## src/rtl/uart_aid_arbiter.sv

```systemverilog
// UART access-ID arbiter: in-order request queue with owner grant/release.
// Optional ownership timeout is built when UART_AID_TIMEOUT_EN is defined.
module uart_aid_arbiter #(
  parameter int AID_FIFO_SIZE = 8,
  parameter int ID_WIDTH      = 8,
  parameter int TMO_WIDTH     = 16
) (
  input  logic                                   clk_i,
  input  logic                                   arst_i,
  input  logic                                   req_valid_i,
  input  logic [ID_WIDTH-1:0]                    req_id_i,
  output logic                                   req_ready_o,
  input  logic                                   rel_valid_i,
  input  logic [ID_WIDTH-1:0]                    rel_id_i,
  input  logic                                   flush_i,
  input  logic [TMO_WIDTH-1:0]                   tmo_limit_i,
  output logic                                   owner_valid_o,
  output logic [ID_WIDTH-1:0]                    owner_id_o,
  output logic [$clog2(AID_FIFO_SIZE+1)-1:0]     q_count_o,
  output logic                                   dup_o,
  output logic                                   rel_err_o,
  output logic                                   tmo_o
);

  localparam int IDX_W = $clog2(AID_FIFO_SIZE);
  localparam int PTR_W = IDX_W + 1;
  localparam int CNT_W = $clog2(AID_FIFO_SIZE + 1);

  typedef enum logic {IDLE = 1'b0, OWNED = 1'b1} state_t;

  state_t                state_q;
  logic [PTR_W-1:0]      wr_ptr_q, rd_ptr_q;
  logic [ID_WIDTH-1:0]   mem_q [AID_FIFO_SIZE];
  logic                  owner_valid_q;
  logic [ID_WIDTH-1:0]   owner_id_q;
  logic                  dup_q, rel_err_q;

  logic [PTR_W-1:0]      count;
  logic                  full, empty;
  logic [IDX_W-1:0]      slot_off;
  logic                  q_match, dup_hit, push, rel_match, tmo_hit;

  assign count = wr_ptr_q - rd_ptr_q;
  assign empty = (wr_ptr_q == rd_ptr_q);
  assign full  = (wr_ptr_q[IDX_W] != rd_ptr_q[IDX_W]) &&
                 (wr_ptr_q[IDX_W-1:0] == rd_ptr_q[IDX_W-1:0]);

  // A slot holds a live entry when its distance from the read index is below the count.
  always_comb begin
    q_match  = 1'b0;
    slot_off = '0;
    for (int i = 0; i < AID_FIFO_SIZE; i++) begin
      slot_off = IDX_W'(i) - rd_ptr_q[IDX_W-1:0];
      if (({1'b0, slot_off} < count) && (mem_q[i] == req_id_i)) q_match = 1'b1;
    end
  end

  assign dup_hit   = q_match || (owner_valid_q && (req_id_i == owner_id_q));
  assign push      = req_valid_i && !full && !dup_hit && !flush_i;
  assign rel_match = rel_valid_i && (state_q == OWNED) && (rel_id_i == owner_id_q);

`ifdef UART_AID_TIMEOUT_EN
  logic [TMO_WIDTH-1:0] tmo_cnt_q;
  logic                 tmo_q;

  assign tmo_hit = (state_q == OWNED) && (tmo_limit_i != '0) &&
                   (tmo_cnt_q == tmo_limit_i - TMO_WIDTH'(1));
  assign tmo_o   = tmo_q;
`else
  logic unused_tmo_limit;

  assign unused_tmo_limit = ^tmo_limit_i;
  assign tmo_hit          = 1'b0;
  assign tmo_o            = 1'b0;
`endif

  // Queue storage carries data only, so it has no reset.
  always_ff @(posedge clk_i) begin
    if (push) mem_q[wr_ptr_q[IDX_W-1:0]] <= req_id_i;
  end

  always_ff @(posedge clk_i or posedge arst_i) begin
    if (arst_i) begin
      state_q       <= IDLE;
      wr_ptr_q      <= '0;
      rd_ptr_q      <= '0;
      owner_valid_q <= 1'b0;
      owner_id_q    <= '0;
      dup_q         <= 1'b0;
      rel_err_q     <= 1'b0;
`ifdef UART_AID_TIMEOUT_EN
      tmo_cnt_q     <= '0;
      tmo_q         <= 1'b0;
`endif
    end else if (flush_i) begin
      state_q       <= IDLE;
      wr_ptr_q      <= '0;
      rd_ptr_q      <= '0;
      owner_valid_q <= 1'b0;
      dup_q         <= 1'b0;
      rel_err_q     <= 1'b0;
`ifdef UART_AID_TIMEOUT_EN
      tmo_cnt_q     <= '0;
      tmo_q         <= 1'b0;
`endif
    end else begin
      if (push) wr_ptr_q <= wr_ptr_q + PTR_W'(1);
      dup_q     <= req_valid_i && !full && dup_hit;
      rel_err_q <= rel_valid_i && !rel_match;
`ifdef UART_AID_TIMEOUT_EN
      tmo_q     <= 1'b0;
`endif
      case (state_q)
        IDLE: begin
          if (!empty) begin
            owner_id_q    <= mem_q[rd_ptr_q[IDX_W-1:0]];
            owner_valid_q <= 1'b1;
            rd_ptr_q      <= rd_ptr_q + PTR_W'(1);
            state_q       <= OWNED;
`ifdef UART_AID_TIMEOUT_EN
            tmo_cnt_q     <= '0;
`endif
          end
        end
        OWNED: begin
          // A matching release takes precedence over a coincident timeout.
          if (rel_match || tmo_hit) begin
            owner_valid_q <= 1'b0;
            state_q       <= IDLE;
`ifdef UART_AID_TIMEOUT_EN
            tmo_q         <= !rel_match;
            tmo_cnt_q     <= '0;
`endif
          end
`ifdef UART_AID_TIMEOUT_EN
          else if ((tmo_limit_i != '0) && (tmo_cnt_q != '1)) begin
            tmo_cnt_q <= tmo_cnt_q + TMO_WIDTH'(1);
          end
`endif
        end
        default: state_q <= IDLE;
      endcase
    end
  end

  assign req_ready_o   = !full;
  assign owner_valid_o = owner_valid_q;
  assign owner_id_o    = owner_id_q;
  assign q_count_o     = CNT_W'(count);
  assign dup_o         = dup_q;
  assign rel_err_o     = rel_err_q;

endmodule

```

## config.mk

```make
export PLATFORM = sky130hd
export DESIGN_NAME = uart_aid_arbiter
export DESIGN_NICKNAME = d
export VERILOG_FILES = /design/src/rtl/uart_aid_arbiter.sv
export SDC_FILE = /design/constraint.sdc
export NUM_CORES = 1
export LEC_CHECK = 0
export ABC_AREA = 0
export CAP_MARGIN = 20
export CORE_ASPECT_RATIO = 0.75
export CORE_MARGIN = 2
export CORE_UTILIZATION = 30
export CTS_CLUSTER_SIZE = 16
export DETAILED_ROUTE_END_ITERATION = 8
export MAX_ROUTING_LAYER = met4
export SLEW_MARGIN = 10
export SYNTH_ARGS = -nofsm -noshare
export SYNTH_HDL_FRONTEND = slang
export SYNTH_SLANG_ARGS = --single-unit
```

## constraint.sdc

```tcl
create_clock -name clk_i -period 13.1 [get_ports clk_i]
set_clock_uncertainty 0.2 [all_clocks]
set_input_delay 2.62 -clock clk_i [delete_from_list [all_inputs] [get_ports clk_i]]
set_output_delay 2.62 -clock clk_i [all_outputs]
set_load 0.03 [all_outputs]
```

==> results.toml, run 1 <==
[outcome]
status = "complete, no violations"

[logic_synthesis]
ys_ff_latch = 84
syn_area_sq_um = 4661
synth_largest_type_area_fraction = 0.4123
yosysSeqAreaShare = 0.5197
synth_nets = 421
syn_avg_cell_area_sq_um = 12.53
synth_area_leader_cell = "edfxtp_1"
synthTopCellsByArea = "edfxtp_1, dfrtp_1, xnor2_1"
synthArstFlopShare = 0.2381
synth-edff-count = 64
netlist_instances = 372
synth-main-ff-cell = "edfxtp_1"
yosysUniqueCellTypes = 47
ys_warn_count = 0

[die]
die_h_um = 111.9
rows = 39
start_util = 0.3061
dieArea_sq_um = 16560
die_w_um = 147.9
core_sq_um = 15220
io_pins = 54

[route]
wirelength_um = 10800
drt-wirelength-per-cell_um = 17.56
drtPass1Iterations = 4
vias = 2932
drc = 0
viasPerCell = 4.767
antenna_left = 0
drt_iter0_markers = 241

[global_route]
grt_pass1_vias = 3026
track_usage = 0.1390
overflow = 0
antenna_found_initial = 0
grt_first_pass_wirelength_um = 17080
grt_max_degree = 22

[clock_network]
clock_latency_ns = 0.34
cts_tree = "done"
cts_setup_buffers = 0
clock_path_buffers = 2
numCtsBuffers = 9
htree_levels = 3
cts.repair.resized = 0
clkSinkCount = 84
postCtsHoldBufs = 0
clkTransAtPathRegs_ns = 0.06
root_buffer = "clkbuf_16"

[timing]
fin_crit_sh = 0.4833
slew_headroom = 0.3356
worst_hold_slack_ns = 0.3775
max_freq_ghz = 0.1579
setup_viol = 0
tns_ns = 0
rsz0062_at_grt = "no"
layout_min_cycle_time_ns = 6.332
hold_viol_final = 0
layout_setup_ws_ns = 6.768
slew_viol_final = 0
worst_slew_pin_slew_ns = 0.9966

[layout]
syn2layout_area_growth_pct = 18.09
fin_area_sq_um = 5504
num_antenna_cells = 0
num-nets-final = 455
drive_gt1_frac = 0.1024

[placement]
hpwl_um = 7984
gp_congestion = 0.8164
port_buffers = 36
post_dp_cell_area_sq_um = 5223
place_ws_ns = 6.616

[worst_setup_path]
start_kind = "flop"
path_class = "flop to output pin"
worstPathRequired_ns = 10.28
crit_arrival_ns = 3.51
path_max_fanout = 20
crit_path_end_kind = "output pin"

[pwr]
power_density_nw_per_um2 = 166.0
peakVddDrop_mv = 0.06129
leakage_nw = 1.868

[job]
max_cap_violations = 0

[worst_hold_path]
holdCritPathClass = "flop to flop"
## through the flow
stage	total power [W]	utilization	cells
after floorplan	0.0005700	-	372
after global placement	0.0006689	0.3424	598
after detailed placement	0.0006759	0.3430	600
after CTS	0.0009215	0.3615	615
after global routing	0.0009666	0.3615	615
final	0.0009138	0.3615	615
## per-layer routing
layer  part of all wire  track usage  vias up
li1                   -            -     1387
met1               0.48       0.2023     1457
met2               0.44       0.1947       82
met3              0.071      0.03238        6
met4             0.0073      0.03619        0
met5                  0            -        -
## sequential cells by signal, indices dropped and copies added (netlist names)
signal         cells
wr_ptr_q           4
state_q            1
rel_err_o          1
dup_o              1
mem_q             64
owner_id_o         8
rd_ptr_q           4
owner_valid_o      1
## Yosys cell counts (8+ instances only)
cell type	number
edfxtp_1	64
nor2_1	29
xnor2_1	53
nand2_1	27
inv_1	14
ha_1	10
xor2_1	36
nor4_1	9
mux4_2	16
nor3_1	8
dfrtp_1	20
a31oi_1	8
nand4_1	11
buf_2	10
## final timing paths
| kind | startpoint | end | slack [ns] | cells past startpoint |
|---|---|---|---|---|
| max | rd_ptr_q[1]$_DFFE_PP0P_ | q_count_o[3] | 6.77 | 7 |
| min reg2reg | state_q$_DFF_PP0_ | state_q$_DFF_PP0_ | 0.38 | 1 |
| min | state_q$_DFF_PP0_ | state_q$_DFF_PP0_ | 0.38 | 1 |
| max reg2reg | rd_ptr_q[1]$_DFFE_PP0P_ | mem_q[2][3]$_DFFE_PP_ | 8.21 | 11 |
| min in group asynchronous | arst_i | owner_valid_o$_DFFE_PP0P_ | 2.54 | 2 |
| max in group asynchronous | arst_i | owner_id_o[1]$_DFFE_PP0P_ | 9.67 | 2 |
## area by class of cell
type,count,area (sq um)
clock buffers,9,225.2
flip-flops and latches,84,2422
multi-input cells,256,2102
fillers,1503,9721
inverters,15,56.30
well taps,205,256.5
clock inverters,6,56.30
repair buffers,40,385.4
## power by group
group          leakage, nW  internal [W]  switching, W
sequential           0.828      0.000309     0.0000350
combinational        0.902      0.000149      0.000176
clock                0.138      0.000145     0.0000995
## worst max-delay path: stages, from the launching register on
cell and delay, ns:
dfrtp_1 0.99, inv_1 0.31, ha_1 0.37, nor2b_1 0.14, o21ai_0 0.14, nand2b_1 0.08
xnor2_1 0.38, clkdlybuf4s50_1 0.76
## cell usage in the layout (no fill, tap or decap), types with 2 or more instances in the layout
cell	synthesis	final
nand2_1	27	27
buf_4	1	2
nor2b_1	2	2
o21ai_0	2	2
nand2b_1	3	3
clkinv_2	0	3
ha_1	10	10
clkbuf_16	0	9
a22oi_1	2	2
and2_1	2	2
mux4_2	16	16
a21oi_1	5	5
nand4_1	11	11
inv_1	14	14
a21o_1	2	2
buf_2	10	2
a31oi_1	8	8
xor2_1	36	36
clkdlybuf4s50_1	0	36
fa_1	2	2
nor2_1	29	29
edfxtp_1	64	64
or2_1	2	2
xnor2_1	53	53
dfrtp_1	20	20
nor4_1	9	9
nor3_1	8	8
mux2i_1	2	2
nand3_1	6	6
## cells by family (layout without fill, tap and decap cells)
group	count (synthesis)	count (layout)	synth area share
buffers and inverters	32	70	0.02926
adders and majority gates	14	14	0.04000
xor gates and xnor gates	91	91	0.1742
AOI/OAI and AO/OA	28	28	0.04403
and+or+nand+nor	104	104	0.1103
muxes	18	18	0.08161
other	1	1	0.0008046
DFF	84	84	0.5197
No activity file was read; power rests on OpenSTA's default activity.
==> run 2, diff against run 1 <==
clock period = 6.55 ns   (was 13.1 ns; I/O delays follow)
==> run 2 against run 1 <==
Effect of this change: flip-flop and latch count did not move; hold slack worse by 0.0080 ns; final cell count rose by 0.16%; sequential share of layout area is 0.51 points lower; power is 110% higher; first-iteration DRC count rose by 34%; via count is 2.1% higher; setup slack worse by 5.2 ns.
==> results.toml, run 2 (synthesized netlist as in run 1, its figures left out) <==
[layout]
num-nets-final = 455
fillers = 1509
syn2layout_area_growth_pct = 19.49
num_antenna_cells = 0
final_common_cell = "edfxtp_1"
largest_reg_flops = 64
utilization = 0.3658
drive_gt1_frac = 0.1022
final_cell_mix = "edfxtp_1, xnor2_1, xor2_1, clkdlybuf4s50_1, nor2_1"

[die]
start_util = 0.3061
dieArea_sq_um = 16560
rows = 39
core_sq_um = 15220
die_w_um = 147.9
io_pins = 54
die_h_um = 111.9

[global_route]
grt_pass1_vias = 3076
overflow = 0
grt_use_met1 = 0.2061
busiest_layer = "met2"
antenna_found_initial = 0
gr-usage-met3 = 0.04262
met2_usage = 0.2068
grt_first_pass_wirelength_um = 17640
track_usage = 0.1445
grt_max_degree = 22

[clock_network]
htree_levels = 3
numCtsBuffers = 9
clock_path_buffers = 2
clkSinkCount = 84
postCtsHoldBufs = 0
clock_latency_ns = 0.34
cts_setup_buffers = 0
cts.repair.resized = 0
root_buffer = "clkbuf_16"
clkTransAtPathRegs_ns = 0.06
cts_tree = "done"

[route]
vias = 2993
drtPass1Iterations = 4
drt_iter0_markers = 324
drc = 0
wirelength_um = 10960
antenna_left = 0
viasPerCell = 4.859
drt-wirelength-per-cell_um = 17.79

[job]
max_cap_violations = 0

[worst_setup_path]
start_kind = "flop"
path_max_fanout = 20
reg2reg_slack_ns = 1.77
path_class = "flop to output pin"
crit_arrival_ns = 3.49
timing.rr.start = "rd_ptr_q[1]$_DFFE_PP0P_"
startpoint = "rd_ptr_q[1]$_DFFE_PP0P_"
worstPathRequired_ns = 5.04
crit_path_end_kind = "output pin"
rr_worst_depth = 11

[timing]
layout_setup_ws_ns = 1.554
max_freq_ghz = 0.2002
worst_slew_pin_slew_ns = 0.9365
worst_hold_slack_ns = 0.3695
setup_viol = 0
layout_min_cycle_time_ns = 4.996
slew_headroom = 0.3756
slew_viol_final = 0
hold_viol_final = 0
rsz0062_at_grt = "no"
fin_crit_sh = 0.7628
tns_ns = 0

[pwr]
leakage_nw = 1.896
totalPowerFinal_w = 0.001925
peakVddDrop_mv = 0.1441
power_density_nw_per_um2 = 345.7

[placement]
hpwl_um = 8113
place_ws_ns = 1.416
port_buffers = 36
gp_congestion = 0.7908

[worst_hold_path]
min_from = "state_q$_DFF_PP0_"
whs_path_depth = 1
holdCritPathClass = "flop to flop"

[outcome]
status = "complete, no violations"
## run 2: cell types whose count changed in the layout (fill, tap and decap cells not counted), sizes merged
cell	before	now
clkbuf	9	11
clkinv	4	2
bufinv	1	3
clkinvlp	1	0
## run 2: critical path, cell delays in order (launching register included)
cell	delay, ns
dfrtp_1	0.95
inv_1	0.31
ha_1	0.37
nor2b_1	0.14
o21ai_0	0.17
nand2b_1	0.09
xnor2_1	0.36
clkdlybuf4s50_1	0.76
## run 2: final timing paths
| path | to |
|---|---|
| worst max register to register | mem_q[2][1]$_DFFE_PP_ |
| worst max-delay path | q_count_o[3] |
| min in group asynchronous | wr_ptr_q[2]$_DFFE_PP0P_ |
| max in group asynchronous | owner_id_o[6]$_DFFE_PP0P_ |
| worst min-delay path | state_q$_DFF_PP0_ |
| worst min register to register | state_q$_DFF_PP0_ |
## run 2: layout make-up
class / instances / area, sq um / share of cell area
sequential: 84 / 2422 / 0.4350
clock buffer: 11 / 242.7 / 0.04359
inverter: 15 / 56.30 / 0.01011
clock inverter: 5 / 98.84 / 0.01775
multi-input combinational: 256 / 2102 / 0.3774
tap: 205 / 256.5 / 0.04606
timing repair buffer: 40 / 390.4 / 0.07010
## run 2: routing by layer
layer	routed length, um	vias to the layer above
met5	0	-
met4	76	0
met3	735	4
met2	4922	89
met1	5222	1506
li1	-	1394
## run 2: power breakdown
group | internal [W] | switching [W]
Clock | 0.000381 | 0.000204
Combinational | 0.000299 | 0.000353
Sequential | 0.000619 | 0.0000695
## run 2: stage by stage
step           instance area [sq um]  cells
2_1_floorplan                   4661    372
3_3_place_gp                    5228    600
3_5_place_dp                    5228    600
4_1_cts                         5569    616
5_1_grt                         5569    616
6_report                        5569    616
==> run 3, diff against run 2 <==
clock period = 4.05 ns   (was 6.55 ns; I/O delays follow)
==> run 3 against run 2 <==
Effect of this change: register-to-register slack lost 1.5 ns; sequential share of layout area shrank 2.1 points; critical path depth is the same; via count grew 2.5%; die area is the same; highest routed layer unchanged; largest power group is now combinational cells.
==> results.toml, run 3 (synthesized netlist as in run 1, its figures left out) <==
[worst_setup_path]
path_class = "flop to output pin"
crit_path_end_kind = "output pin"
crit_path_max_incr_delay_ns = 0.77
start_kind = "flop"
cp_slowest_cell = "clkdlybuf4s50_1"
crit_arrival_ns = 2.82
startpoint = "wr_ptr_q[1]$_DFFE_PP0P_"
worstPathRequired_ns = 3.04
timing.rr.start = "wr_ptr_q[0]$_DFFE_PP0P_"
cp_cell_sequence = "buf_4, ha_1, nor2b_1, o21ai_0, nand2b_1, xnor2_1, clkdlybuf4s50_1"
path_max_fanout = 9

[layout]
final_common_cell = "edfxtp_1"
ff_latch_area_sq_um = 2422
final_cell_mix = "edfxtp_1, xnor2_1, xor2_1, clkdlybuf4s50_1, nand2_1"
drive_gt1_frac = 0.1682
fillers = 1479
largest_reg_flops = 64
num_antenna_cells = 0
syn2layout_area_growth_pct = 25.48
num-nets-final = 472
multiInputGateArea_sq_um = 2172

[die]
core_sq_um = 15220
die_w_um = 147.9
start_util = 0.3061
dieArea_sq_um = 16560
io_pins = 54
rows = 39
die_h_um = 111.9

[pwr]
p_seq_frac = 0.357
power_density_nw_per_um2 = 520.6
clkPwrFrac = 0.269
sw_frac_of_total = 0.3436
leakage_nw = 2.002
peakVddDrop_mv = 0.2311
combPwrFrac = 0.374
intPower_w = 0.001998
power.switching_w = 0.001046

[worst_hold_path]
holdCritPathClass = "flop to flop"
min_from = "owner_valid_o$_DFFE_PP0P_"

[timing]
hold_viol_final = 0
worst_hold_slack_ns = 0.3812
tns_ns = 0
max_freq_ghz = 0.2613
slew_headroom = 0.4544
slew_viol_final = 0
fin_crit_sh = 0.9448
rsz0062_at_grt = "no"
worst_slew_pin_slew_ns = 0.8176
layout_min_cycle_time_ns = 3.827
setup_viol = 0

[placement]
hpwl_um = 8335
gp_congestion = 0.8615
port_buffers = 36

[clock_network]
clkSinkCount = 84
clkTransAtPathRegs_ns = 0.06
numCtsBuffers = 9
clock_latency_ns = 0.33
htree_levels = 3
postCtsHoldBufs = 0
clock_path_buffers = 2
root_buffer = "clkbuf_16"
cts_tree = "done"

[route]
drtPass1Iterations = 5
drc = 0
antenna_left = 0
drt_iter0_markers = 297
vias = 3069
wirelength_um = 11130
viasPerCell = 4.848
drt-wirelength-per-cell_um = 17.58

[global_route]
antenna_found_initial = 0
grt_max_degree = 21
track_usage = 0.1434
overflow = 0
grt_first_pass_wirelength_um = 17390
grt_pass1_vias = 3069

[job]
max_cap_violations = 0

[outcome]
status = "complete, no violations"
run 3: cell count changes in the layout (fill, tap and decap cells not counted), moves of 2 or more:
cell,change
buf_12,+10
buf_4,+7
nor2_1,-6
nor2_4,+5
bufinv_16,-2
clkinvlp_4,+2
inv_6,+2
nor3_1,-2
nor3_4,+2
or2_1,-2
or2_4,+2
run 3: path summary, 6_finish.rpt:
kind,endpoint,slack (ns),cells after the start
worst max-delay path,q_count_o[3],0.22,7
worst min-delay path,owner_valid_o$_DFFE_PP0P_,0.38,2
worst max register to register,mem_q[4][4]$_DFFE_PP_,0.22,14
worst min register to register,owner_valid_o$_DFFE_PP0P_,0.38,2
max in group asynchronous,owner_id_o[3]$_DFFE_PP0P_,2.40,2
min in group asynchronous,wr_ptr_q[1]$_DFFE_PP0P_,0.74,2
run 3: through the flow:
stage          worst slack [ns]  instances  instance area (sq um)    util  total power (W)
2_1_floorplan          0.008420        372                   4716       -         0.001857
3_3_place_gp             0.1750        615                   5493  0.3608         0.002216
4_1_cts                 0.07024        631                   5791  0.3803         0.003053
3_5_place_dp            0.07156        615                   5493  0.3608         0.002234
5_1_grt                 0.04068        633                   5848  0.3841         0.003210
6_report                 0.2234        633                   5848  0.3841         0.003044
run 3: per-layer routing:
metal / wire length (um) / up-vias / track usage
met1: 5328 / 1534 / 0.2066
met5: 0 / - / -
met3: 718 / 9 / 0.03484
li1: - / 1428 / -
met4: 113 / 0 / 0.03238
met2: 4969 / 98 / 0.2053
run 3: what timing repair did:
action                                  CTS  global route
endpoints found under the setup margin    0            40
setup buffers                             0             2
gates resized for setup                   0             4
run 3: layout make-up:
cell class,count,share of cell area
inverters,15,0.009628
repair buffers,57,0.1100
clock inverters,7,0.01241
well taps,205,0.04386
multi-input cells,256,0.3714
clock buffers,9,0.03851
flip-flops and latches,84,0.4142
run 3: critical path, delay by kind of cell (launching register included):
kind	cells	cell delay (ns)
AO/OA/AOI/OAI	1	0.14
XOR/XNOR	1	0.43
adder cells (fa/ha/maj)	1	0.31
buffers and inverters	2	0.96
flip-flops	1	0.40
AND/OR/NAND/NOR	2	0.22
run 3: power by group through the flow:
stage	Combinational, W	Clock (W)	Sequential (W)
floorplan	0.000679	0	0.00118
global placement	0.00112	0	0.00110
detailed placement	0.00113	0	0.00110
CTS	0.00114	0.000830	0.00109
global route	0.00124	0.000872	0.00110
finish	0.00114	0.000819	0.00109
